$ cat config.mk
export PLATFORM = sky130hd
export DESIGN_NAME = neuron_output_stage_flat
export DESIGN_NICKNAME = d
export VERILOG_FILES = /design/src/rtl/neuron_output_stage_if.sv /design/src/rtl/neuron_output_stage.sv /design/src/flat_wrapper.sv
export SDC_FILE = /design/constraint.sdc
export NUM_CORES = 1
export LEC_CHECK = 0
export CORE_MARGIN = 2
export CORE_UTILIZATION = 35
export CTS_CLUSTER_DIAMETER = 150
export CTS_CLUSTER_SIZE = 12
export DETAILED_ROUTE_END_ITERATION = 16
export PLACE_DENSITY = 0.66
export SLEW_MARGIN = 40
export SYNTH_ARGS = -nofsm -noshare
export SYNTH_HDL_FRONTEND = slang
export SYNTH_SLANG_ARGS = --single-unit
export TNS_END_PERCENT = 5
$ cat constraint.sdc
create_clock -name clk -period 6.6 [get_ports clk]
set_input_delay 0.66 -clock clk [delete_from_list [all_inputs] [get_ports clk]]
set_output_delay 0.66 -clock clk [all_outputs]
set_load 0.005 [all_outputs]
$ cat src/rtl/neuron_output_stage_if.sv
// Handshake bundle between the dot-product stage, the output stage and its consumers.
// The output stage takes the slave view; the upstream/consumer side takes the master view.
interface neuron_output_stage_if #(
    parameter int NUM_CLASSES = 10,
    parameter int VALUE_WIDTH = 26,
    parameter int IDX_WIDTH   = 4
);
    logic signed [VALUE_WIDTH-1:0]             value;
    logic                                      value_valid;
    logic        [NUM_CLASSES*VALUE_WIDTH-1:0] Biases;
    logic                                      frame_clear;
    logic        [VALUE_WIDTH-1:0]             act_out;
    logic        [IDX_WIDTH-1:0]               act_idx;
    logic                                      act_valid;
    logic        [IDX_WIDTH-1:0]               class_out;
    logic        [VALUE_WIDTH-1:0]             max_out;
    logic                                      result_valid;
    logic                                      busy;

    modport master (
        output value, value_valid, Biases, frame_clear,
        input  act_out, act_idx, act_valid, class_out, max_out, result_valid, busy
    );

    modport slave (
        input  value, value_valid, Biases, frame_clear,
        output act_out, act_idx, act_valid, class_out, max_out, result_valid, busy
    );
endinterface

$ cat src/rtl/neuron_output_stage.sv
// Per-neuron saturating bias add, ReLU and frame-wide argmax. Two-stage pipeline,
// one neuron per cycle, with the per-neuron activations streamed out alongside.
//
// state   | meaning
// IDLE    | no partial frame; next accepted value is class 0
// COLLECT | partial frame in progress, in_idx is the next class to accept
module neuron_output_stage #(
    parameter int NUM_CLASSES = 10,
    parameter int VALUE_WIDTH = 26,
    parameter int IDX_WIDTH   = 4
) (
    input logic                 clk,
    input logic                 GlobalReset,
    neuron_output_stage_if.slave bus
);
    localparam int W = VALUE_WIDTH;
    localparam logic [IDX_WIDTH-1:0] LAST_IDX = IDX_WIDTH'(NUM_CLASSES - 1);
    localparam logic [W-1:0] SAT_MAX = {1'b0, {(W-1){1'b1}}};
    localparam logic [W-1:0] SAT_MIN = {1'b1, {(W-1){1'b0}}};

    typedef enum logic {IDLE, COLLECT} state_t;

    state_t               state;
    logic [IDX_WIDTH-1:0] in_idx;
    logic                 busy_r;
    logic                 accept;

    logic [W-1:0]         bias_arr [NUM_CLASSES];
    logic [W-1:0]         bias_sel;
    logic [W:0]           sum_full;
    logic [W-1:0]         sum_sat;

    logic [W-1:0]         s1_sum;
    logic [IDX_WIDTH-1:0] s1_idx;
    logic                 s1_valid;

    logic [W-1:0]         act_c;
    logic                 take;
    logic [W-1:0]         win_val;
    logic [IDX_WIDTH-1:0] win_idx;
    logic [W-1:0]         max_val;
    logic [IDX_WIDTH-1:0] max_idx;

    logic [W-1:0]         act_out_r;
    logic [IDX_WIDTH-1:0] act_idx_r;
    logic                 act_valid_r;
    logic [IDX_WIDTH-1:0] class_out_r;
    logic [W-1:0]         max_out_r;
    logic                 result_valid_r;

    // Clear wins over a coincident strobe, so the value is simply not accepted.
    assign accept = bus.value_valid && !bus.frame_clear;

    for (genvar k = 0; k < NUM_CLASSES; k++) begin : g_bias
        assign bias_arr[k] = bus.Biases[k*W +: W];
    end

    assign bias_sel = bias_arr[in_idx];
    assign sum_full = {bus.value[W-1], bus.value} + {bias_sel[W-1], bias_sel};

    always_comb begin
        sum_sat = sum_full[W-1:0];
        if (sum_full[W] != sum_full[W-1]) begin
            sum_sat = sum_full[W] ? SAT_MIN : SAT_MAX;
        end
    end

    always_ff @(posedge clk or negedge GlobalReset) begin
        if (!GlobalReset) begin
            state  <= IDLE;
            in_idx <= '0;
            busy_r <= 1'b0;
        end else if (bus.frame_clear) begin
            state  <= IDLE;
            in_idx <= '0;
            busy_r <= 1'b0;
        end else if (bus.value_valid) begin
            case (state)
                IDLE: begin
                    state  <= COLLECT;
                    busy_r <= 1'b1;
                    in_idx <= in_idx + 1'b1;
                end
                COLLECT: begin
                    if (in_idx == LAST_IDX) begin
                        state  <= IDLE;
                        busy_r <= 1'b0;
                        in_idx <= '0;
                    end else begin
                        in_idx <= in_idx + 1'b1;
                    end
                end
                default: begin
                    state  <= IDLE;
                    busy_r <= 1'b0;
                    in_idx <= '0;
                end
            endcase
        end
    end

    always_ff @(posedge clk or negedge GlobalReset) begin
        if (!GlobalReset) begin
            s1_sum   <= '0;
            s1_idx   <= '0;
            s1_valid <= 1'b0;
        end else begin
            s1_valid <= accept;
            if (accept) begin
                s1_sum <= sum_sat;
                s1_idx <= in_idx;
            end
        end
    end

    // Activations are non-negative, so an unsigned compare orders them correctly.
    assign act_c   = s1_sum[W-1] ? '0 : s1_sum;
    assign take    = (s1_idx == '0) || (act_c > max_val);
    assign win_val = take ? act_c : max_val;
    assign win_idx = take ? s1_idx : max_idx;

    always_ff @(posedge clk or negedge GlobalReset) begin
        if (!GlobalReset) begin
            act_out_r      <= '0;
            act_idx_r      <= '0;
            act_valid_r    <= 1'b0;
            max_val        <= '0;
            max_idx        <= '0;
            class_out_r    <= '0;
            max_out_r      <= '0;
            result_valid_r <= 1'b0;
        end else begin
            result_valid_r <= 1'b0;
            act_valid_r    <= s1_valid && !bus.frame_clear;
            if (s1_valid) begin
                act_out_r <= act_c;
                act_idx_r <= s1_idx;
            end
            if (s1_valid && !bus.frame_clear) begin
                max_val <= win_val;
                max_idx <= win_idx;
                if (s1_idx == LAST_IDX) begin
                    class_out_r    <= win_idx;
                    max_out_r      <= win_val;
                    result_valid_r <= 1'b1;
                end
            end
        end
    end

    assign bus.act_out      = act_out_r;
    assign bus.act_idx      = act_idx_r;
    assign bus.act_valid    = act_valid_r;
    assign bus.class_out    = class_out_r;
    assign bus.max_out      = max_out_r;
    assign bus.result_valid = result_valid_r;
    assign bus.busy         = busy_r;
endmodule

$ cat src/flat_wrapper.sv
// flat-port wrapper written by rule: the top's interface ports become plain ports
module neuron_output_stage_flat 
#(
    parameter int NUM_CLASSES = 10,
    parameter int VALUE_WIDTH = 26,
    parameter int IDX_WIDTH   = 4
)
  (clk, GlobalReset, bus_value, bus_value_valid, bus_Biases, bus_frame_clear, bus_act_out, bus_act_idx, bus_act_valid, bus_class_out, bus_max_out, bus_result_valid, bus_busy);
  neuron_output_stage_if #(.NUM_CLASSES(NUM_CLASSES), .VALUE_WIDTH(VALUE_WIDTH), .IDX_WIDTH(IDX_WIDTH)) bus_i ();
  input logic clk;
  input logic GlobalReset;
  input wire logic [$bits(bus_i.value)-1:0] bus_value;
  input wire logic [$bits(bus_i.value_valid)-1:0] bus_value_valid;
  input wire logic [$bits(bus_i.Biases)-1:0] bus_Biases;
  input wire logic [$bits(bus_i.frame_clear)-1:0] bus_frame_clear;
  output wire logic [$bits(bus_i.act_out)-1:0] bus_act_out;
  output wire logic [$bits(bus_i.act_idx)-1:0] bus_act_idx;
  output wire logic [$bits(bus_i.act_valid)-1:0] bus_act_valid;
  output wire logic [$bits(bus_i.class_out)-1:0] bus_class_out;
  output wire logic [$bits(bus_i.max_out)-1:0] bus_max_out;
  output wire logic [$bits(bus_i.result_valid)-1:0] bus_result_valid;
  output wire logic [$bits(bus_i.busy)-1:0] bus_busy;
  assign bus_i.value = bus_value;
  assign bus_i.value_valid = bus_value_valid;
  assign bus_i.Biases = bus_Biases;
  assign bus_i.frame_clear = bus_frame_clear;
  assign bus_act_out = bus_i.act_out;
  assign bus_act_idx = bus_i.act_idx;
  assign bus_act_valid = bus_i.act_valid;
  assign bus_class_out = bus_i.class_out;
  assign bus_max_out = bus_i.max_out;
  assign bus_result_valid = bus_i.result_valid;
  assign bus_busy = bus_i.busy;
  neuron_output_stage #(.NUM_CLASSES(NUM_CLASSES), .VALUE_WIDTH(VALUE_WIDTH), .IDX_WIDTH(IDX_WIDTH)) u_core (.clk(clk), .GlobalReset(GlobalReset), .bus(bus_i));
endmodule
==> impl_metrics.ini <==
[logic_synthesis]
ys_seq_area_share_pct = 33.9
synth_edf_count = 0
synthFlopType = dfrtp_1
synth_cells = 920
ys_ff_latch = 128
synth_fp_nets = 1264
syn_area_per_cell_um2 = 10.3
yosysUniqueCellTypes = 56
yosysWarnings = 0
postSynth.asyncResetShare_pct = 100
netlist_area_um2 = 9440

[sta]
maxSlewViolCount = 0
fmax_mhz = 201
finalCriticalPeriod_ps = 4970
rsz0062_at_grt = false
worstMarginPinSlew_ps = 772
skew_ps = 15.4
hold_violations = 0
fin_setup_tns_ps = 0
finalSetupViolations = 0
maxSlewHeadroom_pct = 48.4
fin_crit_sh_pct = 75.4

[floorplanning]
fp.dieH_um = 168
initial_core_util_pct = 35.3
num_io_pins = 353
die_w_um = 168
core_area_um2 = 26700
die_area_um2 = 28300
fp-row-count = 60

[drt]
postRouteAntennaNets = 0
wl_per_cell_um = 19.9
drt_pass1_iterations = 7
via_per_inst = 5.45
drtIter0Drc = 611
drc = 0
drt_wl_total_um = 31700
num_vias = 8679

[global_routing]
overflow = 0
grt_pass1_wl_um = 48600
antenna_found_initial = 2
grt_util_all_layers_pct = 22.0
grt_pass1_vias = 8793
grt_max_degree = 79

[critical_path]
rr_endpoint = u_core.s1_sum[3]$_DFFE_PN0P_
r2r_start = u_core.in_idx[0]$_DFFE_PN0P_
reg2reg_depth = 14
cp_max_fo = 28
regToRegSetupSlack_ps = 1630
crit_path_end_kind = flip-flop
crit_path_start = u_core.in_idx[0]$_DFFE_PN0P_
path_class = reg2reg
required_ps = 6870
cp_data_arrival_time_ps = 5250
cp-start-kind = flip-flop
crit_end = u_core.s1_sum[3]$_DFFE_PN0P_

[run_status]
status = finished clean

[placed_design]
dp_hpwl_um = 25300
gp_congestion = 0.915
numPortBuffers = 351

[cells_and_area]
nets = 1580
drive_gt1_share_pct = 13.9
synthToLayoutAreaGrowth_pct = 46.9
fillers = 2431

[power]
powerDensity_nw_per_um2 = 256
ir_drop_mv = 0.144
power_w = 0.00355
leakagePower_nw = 5.58

[cts]
ctsHoldBuffers = 0
cts_buffers = 17
path_clk_slew_ps = 60
worstSkewPairLatency_ps = 420
clkSinkCount = 128
cts_tree = built
h-tree-depth = 4
cts_setup_buffers = 0
cts-resized-gates = 0
clockBufferDepth = 2
root_buffer = clkbuf_16

[worst_hold_path]
hold_class = in2async

[flow_run]
maxCapViolCount = 0
[metal layers]
metal	share of wire [%]	wire length, µm	track usage [%]	vias up
li1	-	-	-	4140
met4	1.9	603	6.52	0
met5	0	0	0	-
met2	52	16600	39.4	317
met3	5.5	1740	4.33	40
met1	40	12800	26.7	4182
[flip-flops by register name, summed over array words and instances, names as in the netlist]
name	count
u_core.bus.busy	1
u_core.max_idx	4
u_core.max_val	26
u_core.bus.class_out	4
u_core.bus.act_valid	1
u_core.bus.act_idx	4
u_core.s1_sum	26
u_core.bus.act_out	25
u_core.state	1
u_core.bus.max_out	26
u_core.in_idx	4
u_core.s1_idx	4
u_core.s1_valid	1
u_core.bus.result_valid	1
[area by class of cell]
class,count,area (µm²),share of cell area [%]
multi-input combinational,683,5810,41.9
timing repair buffer,366,3660,26.4
sequential,128,3210,23.1
clock buffer,18,429,3.10
tap,341,427,3.08
clock inverter,14,181,1.31
inverter,40,150,1.08
antenna,2,5.00,0.0361
[worst max-delay path, cell delays in order (launching register included)]
cell	delay [ps]
dfrtp_4	730
buf_12	270
mux4_2	530
mux2i_1	170
o22ai_1	130
ha_1	260
fa_1	410
a21o_1	210
a221oi_1	630
a211o_1	250
a21oi_1	110
a211o_1	350
a21oi_1	200
or4b_4	400
a31oi_1	160
[cell usage in the layout, fill, tap and decap left out, drive strengths merged, types with 3 or more instances in the layout]
| cell type | n |
|---|---|
| clkinvlp | 3 |
| xor2 | 6 |
| inv | 44 |
| a21o | 13 |
| o31ai | 3 |
| and3 | 6 |
| a21oi | 34 |
| clkinv | 4 |
| or2 | 3 |
| clkbuf | 18 |
| buf | 16 |
| nand4 | 7 |
| xnor2 | 10 |
| nor2b | 35 |
| o211ai | 27 |
| and2 | 5 |
| nand3 | 61 |
| ha | 53 |
| mux2 | 35 |
| o22ai | 26 |
| mux4 | 52 |
| bufinv | 3 |
| a31oi | 29 |
| clkdlybuf4s50 | 350 |
| a221oi | 3 |
| o2111ai | 9 |
| a211o | 4 |
| mux2i | 53 |
| nor2 | 44 |
| o311ai | 25 |
| o21ai | 49 |
| a21boi | 4 |
| or3 | 3 |
| nand2b | 4 |
| o21a | 5 |
| nor3 | 5 |
| dfrtp | 128 |
| nand2 | 53 |
[stage by stage]
stage          util (%)  hold slack [ps]  cell area, µm²  worst slack (ps)  cells
6_report           51.9              222           13900              1630   1592
5_1_grt            51.9              270           13900              1280   1592
4_1_cts            51.8              362           13800              1440   1590
3_5_place_dp       49.5              472           13200              1510   1558
3_3_place_gp       49.4              462           13200              1440   1557
2_1_floorplan         -              364            9440              1840    920
[worst min path at each step]
stage | startpoint | endpoint | slack (ps)
after floorplan | GlobalReset | u_core.bus.act_idx[0]$_DFFE_PN0P_ | 360
after global placement | u_core.bus.class_out[0]$_DFFE_PN0P_ | u_core.bus.class_out[0]$_DFFE_PN0P_ | 460
after detailed placement | u_core.bus.class_out[0]$_DFFE_PN0P_ | u_core.bus.class_out[0]$_DFFE_PN0P_ | 470
after CTS | GlobalReset | u_core.state$_DFFE_PN0P_ | 360
after global routing | GlobalReset | u_core.max_val[3]$_DFFE_PN0P_ | 270
final | GlobalReset | u_core.max_val[6]$_DFFE_PN0P_ | 220
[power by group]
part	total (W)	leakage (nW)	internal [W]	switching (W)
clock	0.000970	0.289	0.000601	0.000370
sequential	0.00108	1.63	0.000976	0.000100
combinational	0.00150	3.66	0.000752	0.000747
[cell families (layout without fill, tap and decap cells)]
| family | count (synthesis) | count (layout) | synth area share [%] |
|---|---|---|---|
| and+or+nand+nor | 233 | 233 | 12.2 |
| muxes | 140 | 140 | 22.2 |
| DFF | 128 | 128 | 33.9 |
| other | 1 | 3 | 0.0397 |
| buffers and inverters | 109 | 438 | 4.73 |
| AOI/OAI and AO/OA | 239 | 239 | 18.1 |
| xor gates and xnor gates | 16 | 16 | 1.48 |
| adders and majority gates | 54 | 54 | 7.24 |
[cell usage after synthesis (all sizes together), types with 26 or more instances]
cell,instances,area [µm²]
a21oi,34,170
a31oi,29,307
clkbuf,50,188
dfrtp,128,3200
ha,53,663
inv,39,146
mux2,35,394
mux2i,53,531
mux4,52,1170
nand2,53,199
nand3,61,305
nor2,44,165
nor2b,35,219
o211ai,27,203
o21ai,49,245
o22ai,26,163
No activity file was read; power rests on OpenSTA's default activity.
